--- config.mk ---
export PLATFORM = sky130hd
export DESIGN_NAME = angle_sweep_gen
export DESIGN_NICKNAME = d
export VERILOG_FILES = /design/src/rtl/cordic_pkg.sv /design/src/rtl/tick_divider.sv /design/src/rtl/angle_sweep_gen.sv
export SDC_FILE = /design/constraint.sdc
export NUM_CORES = 1
export LEC_CHECK = 0
export BUFFER_PORTS_ARGS = -buffer_cell sky130_fd_sc_hd__clkbuf_2
export CORE_MARGIN = 1
export CORE_UTILIZATION = 31
export DETAILED_ROUTE_END_ITERATION = 7
export PLACE_DENSITY = 0.56
export SETUP_SLACK_MARGIN = 0.05
export SLEW_MARGIN = 20
export SYNTH_ARGS = -nofsm -noshare
export SYNTH_HDL_FRONTEND = slang
export SYNTH_HIERARCHICAL = 1
export SYNTH_SLANG_ARGS = --single-unit
--- constraint.sdc ---
create_clock -name clk -period 4.33 [get_ports clk]
set_input_delay 0.6495 -clock clk [delete_from_list [all_inputs] [get_ports clk]]
set_output_delay 0.6495 -clock clk [all_outputs]
set_load 0.01 [all_outputs]
--- src/rtl/cordic_pkg.sv ---
// Shared constants and encodings for the cordic front end.
// The angle constants are Q.10 fixed point, matching the cordic core's angle input.
package cordic_pkg;

   localparam int FP_SHIFT      = 10;
   localparam int STEP_1DEG     = 18;     // round(pi/180 * 1024)
   localparam int TWO_PI        = 6434;   // round(2*pi * 1024)
   localparam int HALF_PI       = 1608;
   localparam int PI            = 3217;
   localparam int THREE_HALF_PI = 4825;

   typedef enum logic [1:0] {
      MODE_WRAP   = 2'd0,
      MODE_BOUNCE = 2'd1,
      MODE_SINGLE = 2'd2,
      MODE_RSVD   = 2'd3
   } sweep_mode_e;

   typedef enum logic [1:0] {
      QUAD_0 = 2'd0,
      QUAD_1 = 2'd1,
      QUAD_2 = 2'd2,
      QUAD_3 = 2'd3
   } quadrant_e;

endpackage

--- src/rtl/tick_divider.sv ---
// Sweep prescaler: counts 0..DIV-1 while run is high and raises tick on the last count.
// While hold is high the counter parks on the last count so the pending tick is not lost.
module tick_divider #(
   parameter int DIV = 131072
) (
   input  logic clk,
   input  logic rst_n,
   input  logic run,
   input  logic hold,
   output logic tick
);

   localparam int             PCW     = (DIV > 1) ? $clog2(DIV) : 1;
   localparam logic [PCW-1:0] PC_LAST = PCW'(DIV - 1);

   logic [PCW-1:0] pc_q;
   logic [PCW-1:0] pc_d;

   assign tick = run && (pc_q == PC_LAST);

   // NOTE: pc_d gets its default before any branch so no path leaves it unassigned (no latch).
   always_comb begin
      pc_d = pc_q;
      if (run) begin
         if (tick) begin
            pc_d = hold ? PC_LAST : '0;
         end else begin
            pc_d = pc_q + 1'b1;
         end
      end
   end

   // NOTE: state registers use non-blocking assignment so every flop samples pre-edge values.
   always_ff @(posedge clk) begin
      if (!rst_n) begin
         pc_q <= '0;
      end else begin
         pc_q <= pc_d;
      end
   end

   // With DIV=1 tick would fire on every enabled cycle and the stall parking could not work.
   a_div_legal: assert property (@(posedge clk) DIV >= 2)
      else $error("tick_divider: DIV must be at least 2");

endmodule

--- src/rtl/angle_sweep_gen.sv ---
// Fixed-point angle sweep generator feeding the cordic angle input, with wrap, bounce and
// single-shot sweeps, quadrant tagging and a valid/ready handshake toward the consumer.
module angle_sweep_gen
   import cordic_pkg::*;
#(
   parameter int WIDTH   = 32,
   parameter int FPSHIFT = FP_SHIFT,
   parameter int DIV     = 131072,
   parameter int STEP    = STEP_1DEG,
   parameter int LIMIT   = TWO_PI
) (
   input  logic             clk,
   input  logic             rst_n,
   input  logic             run,
   input  logic             clear,
   input  logic [1:0]       mode,
   input  logic             out_ready,
   output logic [WIDTH-1:0] angle,
   output logic [1:0]       quadrant,
   output logic             out_valid,
   output logic             dir,
   output logic             done,
   output logic             stalled
);

   // One extra bit of headroom so angle+STEP and 2*MAXA never overflow.
   localparam logic [WIDTH:0]   STEP_W  = (WIDTH + 1)'(STEP);
   localparam logic [WIDTH:0]   LIMIT_W = (WIDTH + 1)'(LIMIT);
   localparam logic [WIDTH:0]   MAXA_W  = (WIDTH + 1)'(LIMIT - 1);
   localparam logic [WIDTH:0]   MAXA2_W = (WIDTH + 1)'(2 * (LIMIT - 1));
   localparam logic [WIDTH-1:0] QH_W    = WIDTH'(HALF_PI);
   localparam logic [WIDTH-1:0] QP_W    = WIDTH'(PI);
   localparam logic [WIDTH-1:0] Q3_W    = WIDTH'(THREE_HALF_PI);

   logic [WIDTH-1:0] angle_q,   angle_d;
   logic             dir_q,     dir_d;
   logic             done_q,    done_d;
   logic             valid_q,   valid_d;
   logic             stalled_q, stalled_d;

   logic             tick;
   logic             hold;
   logic             step;
   logic [WIDTH:0]   angle_x;
   logic [WIDTH:0]   sum_x;
   logic [WIDTH:0]   next_x;
   logic             next_dir;
   logic             next_done;

   // Once single-shot has finished, ticks are ignored, so the prescaler must keep cycling.
   assign hold = valid_q && !out_ready && !done_q;
   assign step = tick && !hold && !done_q;

   tick_divider #(
      .DIV (DIV)
   ) u_tick_divider (
      .clk   (clk),
      .rst_n (rst_n && !clear),
      .run   (run),
      .hold  (hold),
      .tick  (tick)
   );

   assign angle_x = {1'b0, angle_q};
   assign sum_x   = angle_x + STEP_W;

   always_comb begin
      next_x    = sum_x;
      next_dir  = 1'b0;
      next_done = done_q;
      case (mode)
         MODE_BOUNCE: begin
            if (!dir_q) begin
               if (sum_x > MAXA_W) begin
                  next_x   = MAXA2_W - sum_x;
                  next_dir = 1'b1;
               end
            end else if (angle_x < STEP_W) begin
               next_x = STEP_W - angle_x;
            end else begin
               next_x   = angle_x - STEP_W;
               next_dir = 1'b1;
            end
         end
         MODE_SINGLE: begin
            if (sum_x > MAXA_W) begin
               next_x    = MAXA_W;
               next_done = 1'b1;
            end
         end
         default: begin
            if (sum_x >= LIMIT_W) begin
               next_x = sum_x - LIMIT_W;
            end
         end
      endcase
   end

   // With run low, tick and step are both low, so only the handshake clear can act.
   always_comb begin
      angle_d   = angle_q;
      dir_d     = dir_q;
      done_d    = done_q;
      valid_d   = valid_q;
      stalled_d = stalled_q;
      if (clear) begin
         angle_d   = '0;
         dir_d     = 1'b0;
         done_d    = 1'b0;
         valid_d   = 1'b0;
         stalled_d = 1'b0;
      end else begin
         if (out_ready) begin
            valid_d = 1'b0;
         end
         if (step) begin
            angle_d = next_x[WIDTH-1:0];
            dir_d   = next_dir;
            done_d  = next_done;
            valid_d = 1'b1;
         end
         if (tick) begin
            stalled_d = hold;
         end
      end
   end

   always_ff @(posedge clk) begin
      if (!rst_n) begin
         angle_q   <= '0;
         dir_q     <= 1'b0;
         done_q    <= 1'b0;
         valid_q   <= 1'b0;
         stalled_q <= 1'b0;
      end else begin
         angle_q   <= angle_d;
         dir_q     <= dir_d;
         done_q    <= done_d;
         valid_q   <= valid_d;
         stalled_q <= stalled_d;
      end
   end

   always_comb begin
      if (angle_q >= Q3_W) begin
         quadrant = QUAD_3;
      end else if (angle_q >= QP_W) begin
         quadrant = QUAD_2;
      end else if (angle_q >= QH_W) begin
         quadrant = QUAD_1;
      end else begin
         quadrant = QUAD_0;
      end
   end

   assign angle     = angle_q;
   assign out_valid = valid_q;
   assign dir       = dir_q;
   assign done      = done_q;
   assign stalled   = stalled_q;

   a_width_legal: assert property (@(posedge clk)
      (WIDTH > FPSHIFT) && ((longint'(2) * LIMIT) < (longint'(1) <<< (WIDTH - 1))))
      else $error("angle_sweep_gen: WIDTH too small for 2*LIMIT");

endmodule

## Word-level counts from Yosys, hierarchy flattened

Cells that the tools add are included.
Widths: inputs -> output; s select.

| cells by class | value |
|---|---|
| $add $sub $neg | 6 |
| magnitude comparators | 6 |
| eq/ne operators | 3 |
| muxes and demuxes | 17 |
| bitwise gates (word level) | 1 |
| reduce and logical (&&, ||, !) cells | 13 |

Operators with widths:

| operator | count |
|---|---|
| $mux 32 | 5 |
| $pmux 32 s2 | 1 |
| $mux 17 | 2 |
| $add 32x5->33 const B | 1 |
| $ge 33x13->1 const B | 1 |
| $gt 33x13->1 const B | 1 |
| $ge 32x11->1 const B | 1 |
| $ge 32x12->1 const B | 1 |
| $ge 32x13->1 const B | 1 |
| $lt 32x5->1 const B | 1 |
| $sub 14x32->32 const A | 1 |
| $sub 32x13->32 const B | 1 |
| $sub 32x5->32 const B | 1 |
| $sub 5x32->32 const A | 1 |
| $add 17x1->17 const B | 1 |
| $eq 17x17->1 const B | 1 |
| $mux 1 | 7 |
| $logic_and 1x1->1 | 6 |
| $logic_not 1->1 | 4 |
| $mux 2 | 2 |
| $reduce_and 3->1 | 1 |
| $eq 2x1->1 const B | 1 |
| $eq 2x2->1 const B | 1 |
| $reduce_bool 2->1 | 1 |
| 2 further kinds | 2 |

| storage, ports and cells | value |
|---|---|
| register bits | 53 |
| bits of input ports | 7 |
| word-level logic and storage cells | 52 |

## Longest topological paths before layout

| depth | value |
|---|---|
| depth after elaboration | 7 |
| gate-level depth with buffers | 15 |
| mapped depth without buffers | 14 |

## Modules after synthesis

Netlist, hierarchy kept.

By module, submodules not included:

| module | instances | cells each | area an instance (um^2) | seq. area each (um^2) |
|---|---|---|---|---|
| angle_sweep_gen | 1 | 932 | 6254.7 | 720.7 |
| tick_divider | 1 | 124 | 998.5 | 340.3 |

## Worst setup path before layout

OpenSTA, ideal clock, no wires.

| path | value |
|---|---|
| path kind | reg2reg |
| from | register angle_q[1], in the netlist angle[1] |
| to | register angle_q[8], in the netlist angle[8] |
| setup time | 117 ps |
| data arrival time | 3450 ps |
| data required time | 4213 ps |
| setup slack | 762 ps |
| stages on the path, launching flop included | 14 |
| path buffers | 2 |
| period minus slack after synthesis | 3568 ps |
| path through | dfxtp_1 > ha_1 > buf_2 > a21oi_2 > nor4_2 > xnor2_1 > and4_1 > nand3_1 > or4_4 > o22a_4 > buf_4 > o22ai_1 > nand2_1 > a32o_1 |

| on the way | value |
|---|---|
| word-level cells in the longest chain between the ends | 5 |
| elaborated cells between the ends (all ways) | 14 |
| classes of those cells | 5 x add/sub; 3 x order compare; 6 x mux |

Ends and longest elaborated chain:

| what | line | RTL |
|---|---|---|
| from (decl) | angle_sweep_gen.sv:35 | `logic [WIDTH-1:0] angle_q, angle_d;` |
| from (signal assigned) | angle_sweep_gen.sv:136 | `angle_q <= angle_d;` |
| $add 32x5->33 | angle_sweep_gen.sv:65 | `assign sum_x = angle_x + STEP_W;` |
| $sub 14x32->32 / $gt 33x13->1 (equally long branches) | angle_sweep_gen.sv:75, angle_sweep_gen.sv:74, angle_sweep_gen.sv:86 |  |
| $mux 32 | angle_sweep_gen.sv:74 | `if (sum_x > MAXA_W) begin` |
| $mux 32 | angle_sweep_gen.sv:73 | `if (!dir_q) begin` |
| $pmux 32 s2 (*) | angle_sweep_gen.sv:71 | `case (mode)` |

Mark *: on every way between the ends. The rest lies on a longest branch, timed or not.
A chain may end at the register's enable or synchronous reset.

## Final worst setup path

| path | value |
|---|---|
| from | register angle_q[1], in the netlist angle[1] |
| to | register angle_q[12], in the netlist angle[12] |

The elaborated chain is that of the path after synthesis.

==> results.json <==
{
  "run_status": "complete, no violations",
  "synth_seq_area_share": 0.1463,
  "wire_per_inst_um": 23.12,
  "cp.buffers_inverters": 1,
  "ant_nets": 0,
  "ys_async_sr_fraction": 0,
  "n_antenna_cell": 0,
  "syn_area_sq_mm": 0.007253,
  "tightest_slew_ns": 0.8963,
  "crit_path_start_kind": "register",
  "clock-root-buffer": "clkbuf_16",
  "drt-initial-drc-count": 953,
  "cp_data_arrival_time_ns": 4.28,
  "chipHeight_um": 155.0,
  "pre_cts_ws_ns": 0.2599,
  "wirelength_mm": 32.55,
  "hp-class": "reg2reg",
  "muxShareOfSynthArea": 0.01535,
  "grt_pass1_wl_mm": 49.89,
  "drv_slew": 0,
  "core_sq_mm": 0.02278,
  "cp.required_ns": 4.54,
  "drv_cap": 0,
  "area_growth_pct": 12.97,
  "cts_setup_buffers": 0,
  "n_fill_cell": 2497,
  "path_cells": "ha_1 > a21o_1 > nand4_2 > buf_4 > nor4_1 > mux2_1 > nand4_2 > or2_1 > a2111oi_0 > a211oi_1 > o41ai_1",
  "synthCells": 1056,
  "synth-compound-area-share": 0.3229,
  "irDropWorstVdd_mv": 0.1249,
  "synth_cell_type_count": 94,
  "synth_top_family_by_area": "simple AND/OR/NAND/NOR gates",
  "setup_viol": 0,
  "critPathMaxStageDelay_ns": 0.62,
  "finClkSkew_ns": 0.01397,
  "fin_crit_ns": 4.072,
  "design_area_sq_mm": 0.008194,
  "initial_utilization": 0.3184,
  "power_density_mw_per_mm2": 128.4,
  "finalCritPeriodShare": 0.9403,
  "syn_nets": 1076,
  "cts_buffer_depth": 2,
  "path_delay_family": "simple AND/OR/NAND/NOR gates",
  "die_x_um": 155.0,
  "synth-edff-count": 0,
  "synth_adder_area_share": 0.02243,
  "cts.htree.levels": 2,
  "ys_seq_elements": 53,
  "fmaxAchievable_mhz": 245.6,
  "path_common_cell": "nand4_2",
  "p_total_mw": 1.052,
  "rsz0062_at_grt": "false",
  "vias_per_cell": 6.379,
  "grt_start_max_net_pins": 43,
  "yosysWarnings": 6,
  "clock-sinks": 53,
  "cts_made_buffers": 5,
  "cts_tree": "yes",
  "dp_hpwl_mm": 24.84,
  "num_rows": 55,
  "first_pass_iters": 6,
  "io_pins": 45,
  "synth_top_flop_cell": "dfxtp_1",
  "fin_util": 0.3597,
  "path_class": "reg2reg",
  "hold_viol_final": 0,
  "leakage_nw": 3.021,
  "finalWeightedCongestion": 1.020,
  "num_vias": 8982,
  "place_area_sq_mm": 0.008039,
  "tns_ns": 0,
  "clkSlewWorstSetupHoldPaths_ns": 0.08,
  "remaining_drc_errors": 0,
  "synth_simple_gate_area_share": 0.3366,
  "port_buffers": 44,
  "critPathSlowestCell": "nor4_1",
  "grt-ovfl-total": 0,
  "final_nets": 1114,
  "seqCellArea_sq_mm": 0.001062,
  "first_global_vias": 8207,
  "crit_path_end_kind": "register",
  "avgSynthCellArea_sq_um": 6.869,
  "antenna_found_initial": 0,
  "drive_gt1_frac": 0.1534,
  "insertion_delay_ns": 0.33,
  "setup_slack_ns": 0.2583,
  "synth-xor-area-share": 0.09177,
  "slew_headroom": 0.3973,
  "crit_path_max_fanout": 14,
  "multi_input_area_sq_mm": 0.005727,
  "grt.total_usage": 0.2707,
  "die-area_sq_mm": 0.02401
}
report_power, final:
group	switching (mW)	internal (mW)	total, mW
Combinational	0.0669	0.0219	0.0888
Clock	0.253	0.221	0.474
Sequential	0.00138	0.488	0.489
layer usage:
metal | GRT usage | up-vias | share of wire
li1 | - | 4075 | -
met3 | 0.04011 | 113 | 0.075
met1 | 0.3546 | 4308 | 0.43
met5 | 0 | - | 0
met4 | 0.1476 | 0 | 0.055
met2 | 0.4264 | 486 | 0.44
flip-flops by register name (all words and copies together), names as in the netlist:
register             flops
out_valid                1
angle                   32
done                     1
dir                      1
u_tick_divider/pc_q     17
stalled                  1
cell type report:
class / instances / area share
Multi-Input combinational cell: 891 / 0.6989
Clock buffer: 5 / 0.01527
Timing Repair Buffer: 116 / 0.09284
Tap cell: 313 / 0.04779
Sequential cell: 53 / 0.1296
Clock inverter: 3 / 0.003207
Inverter: 27 / 0.01237
tightest hold or removal path, delay by kind of cell (launching register included):
family	cells	cell delay, ns
mux	1	0.06
simple gates	1	0.08
flops	1	0.33
cell families (layout without fill, tap and decap cells):
| kind of cell | Yosys count | after routing |
|---|---|---|
| xor+xnor | 76 | 76 |
| mux | 11 | 11 |
| simple gates | 444 | 444 |
| flops | 53 | 53 |
| fa+ha+maj | 13 | 13 |
| buf+inv | 112 | 151 |
| compound gates | 347 | 347 |
cells in the mapped netlist, types with 4 or more instances:
library cell  number  share of area
a211oi_1          13          0.013
and2_1            21          0.018
ha_1              13          0.022
inv_1             24          0.012
o31ai_1           13          0.013
buf_2             18          0.012
nand4_1           29          0.025
clkbuf_1          55          0.028
or2_2              7         0.0060
nor4_1            23          0.020
buf_4              5         0.0052
or3_1             17          0.015
a221oi_1           8         0.0097
nor3_1            29          0.020
a21oi_1           65          0.045
or4_1              8         0.0083
xor2_1            31          0.037
mux2i_1           10          0.014
o211ai_1          18          0.019
nor3b_1            8         0.0083
o41ai_1            6         0.0072
a22oi_1            6         0.0062
o22ai_1            4         0.0034
o21a_1             7         0.0072
buf_1              6         0.0031
nor2_1            91          0.047
nand2b_1          10         0.0086
xnor2_1           45          0.054
dfxtp_1           53           0.15
and3_1            13          0.011
o2111ai_1          5         0.0060
nand3b_1           6         0.0062
o21ai_1           17          0.012
a31oi_1           30          0.026
and4_1            15          0.018
nor2b_1            6         0.0052
nand2_1           86          0.045
nand3_1           46          0.032
o21ai_0           86          0.059
stage by stage:
step                      hold WS [ns]  instances
after floorplan                 0.4931       1056
after CTS                       0.5128       1408
final                           0.5082       1408
after global routing            0.5614       1408
after detailed placement        0.4909       1400
after global placement          0.4855       1400
cells in the final DEF, fill, tap and decap left out, drive strengths merged, types with 7 or more instances in the layout:
| cell type | Yosys | layout |
|---|---|---|
| and3 | 14 | 14 |
| a221oi | 8 | 8 |
| inv | 24 | 25 |
| nor4 | 28 | 28 |
| o21ai | 103 | 103 |
| or2 | 10 | 10 |
| o31ai | 13 | 13 |
| xor2 | 31 | 31 |
| mux2i | 10 | 10 |
| nand4 | 32 | 32 |
| a211oi | 13 | 13 |
| a21oi | 68 | 68 |
| or3 | 17 | 17 |
| or4 | 10 | 10 |
| and4 | 16 | 16 |
| o211ai | 19 | 19 |
| buf | 30 | 72 |
| ha | 13 | 13 |
| o21a | 7 | 7 |
| nand3 | 49 | 49 |
| nand2b | 10 | 10 |
| and2 | 22 | 22 |
| nor2 | 91 | 91 |
| nand2 | 86 | 86 |
| xnor2 | 45 | 45 |
| dfxtp | 53 | 53 |
| nor3 | 31 | 31 |
| a31oi | 31 | 31 |
| nor3b | 8 | 8 |
| clkbuf | 55 | 49 |
| o41ai | 7 | 7 |
final timing paths:
| check | start | endpoint | slack (ns) | cells after the start |
|---|---|---|---|---|
| min | stalled$_SDFFE_PN0P_ | stalled$_SDFFE_PN0P_ | 0.51 | 2 |
| max reg2reg | angle[1]$_SDFFE_PN0P_ | angle[12]$_SDFFE_PN0P_ | 0.26 | 11 |
| min reg2reg | stalled$_SDFFE_PN0P_ | stalled$_SDFFE_PN0P_ | 0.51 | 2 |
| max | angle[1]$_SDFFE_PN0P_ | angle[12]$_SDFFE_PN0P_ | 0.26 | 11 |
repair_timing:
action	4_1_cts	5_1_grt
hold buffers	0	0
setup endpoints to repair	0	1
gates resized for setup	0	1
(Power assumes the default switching activity.)
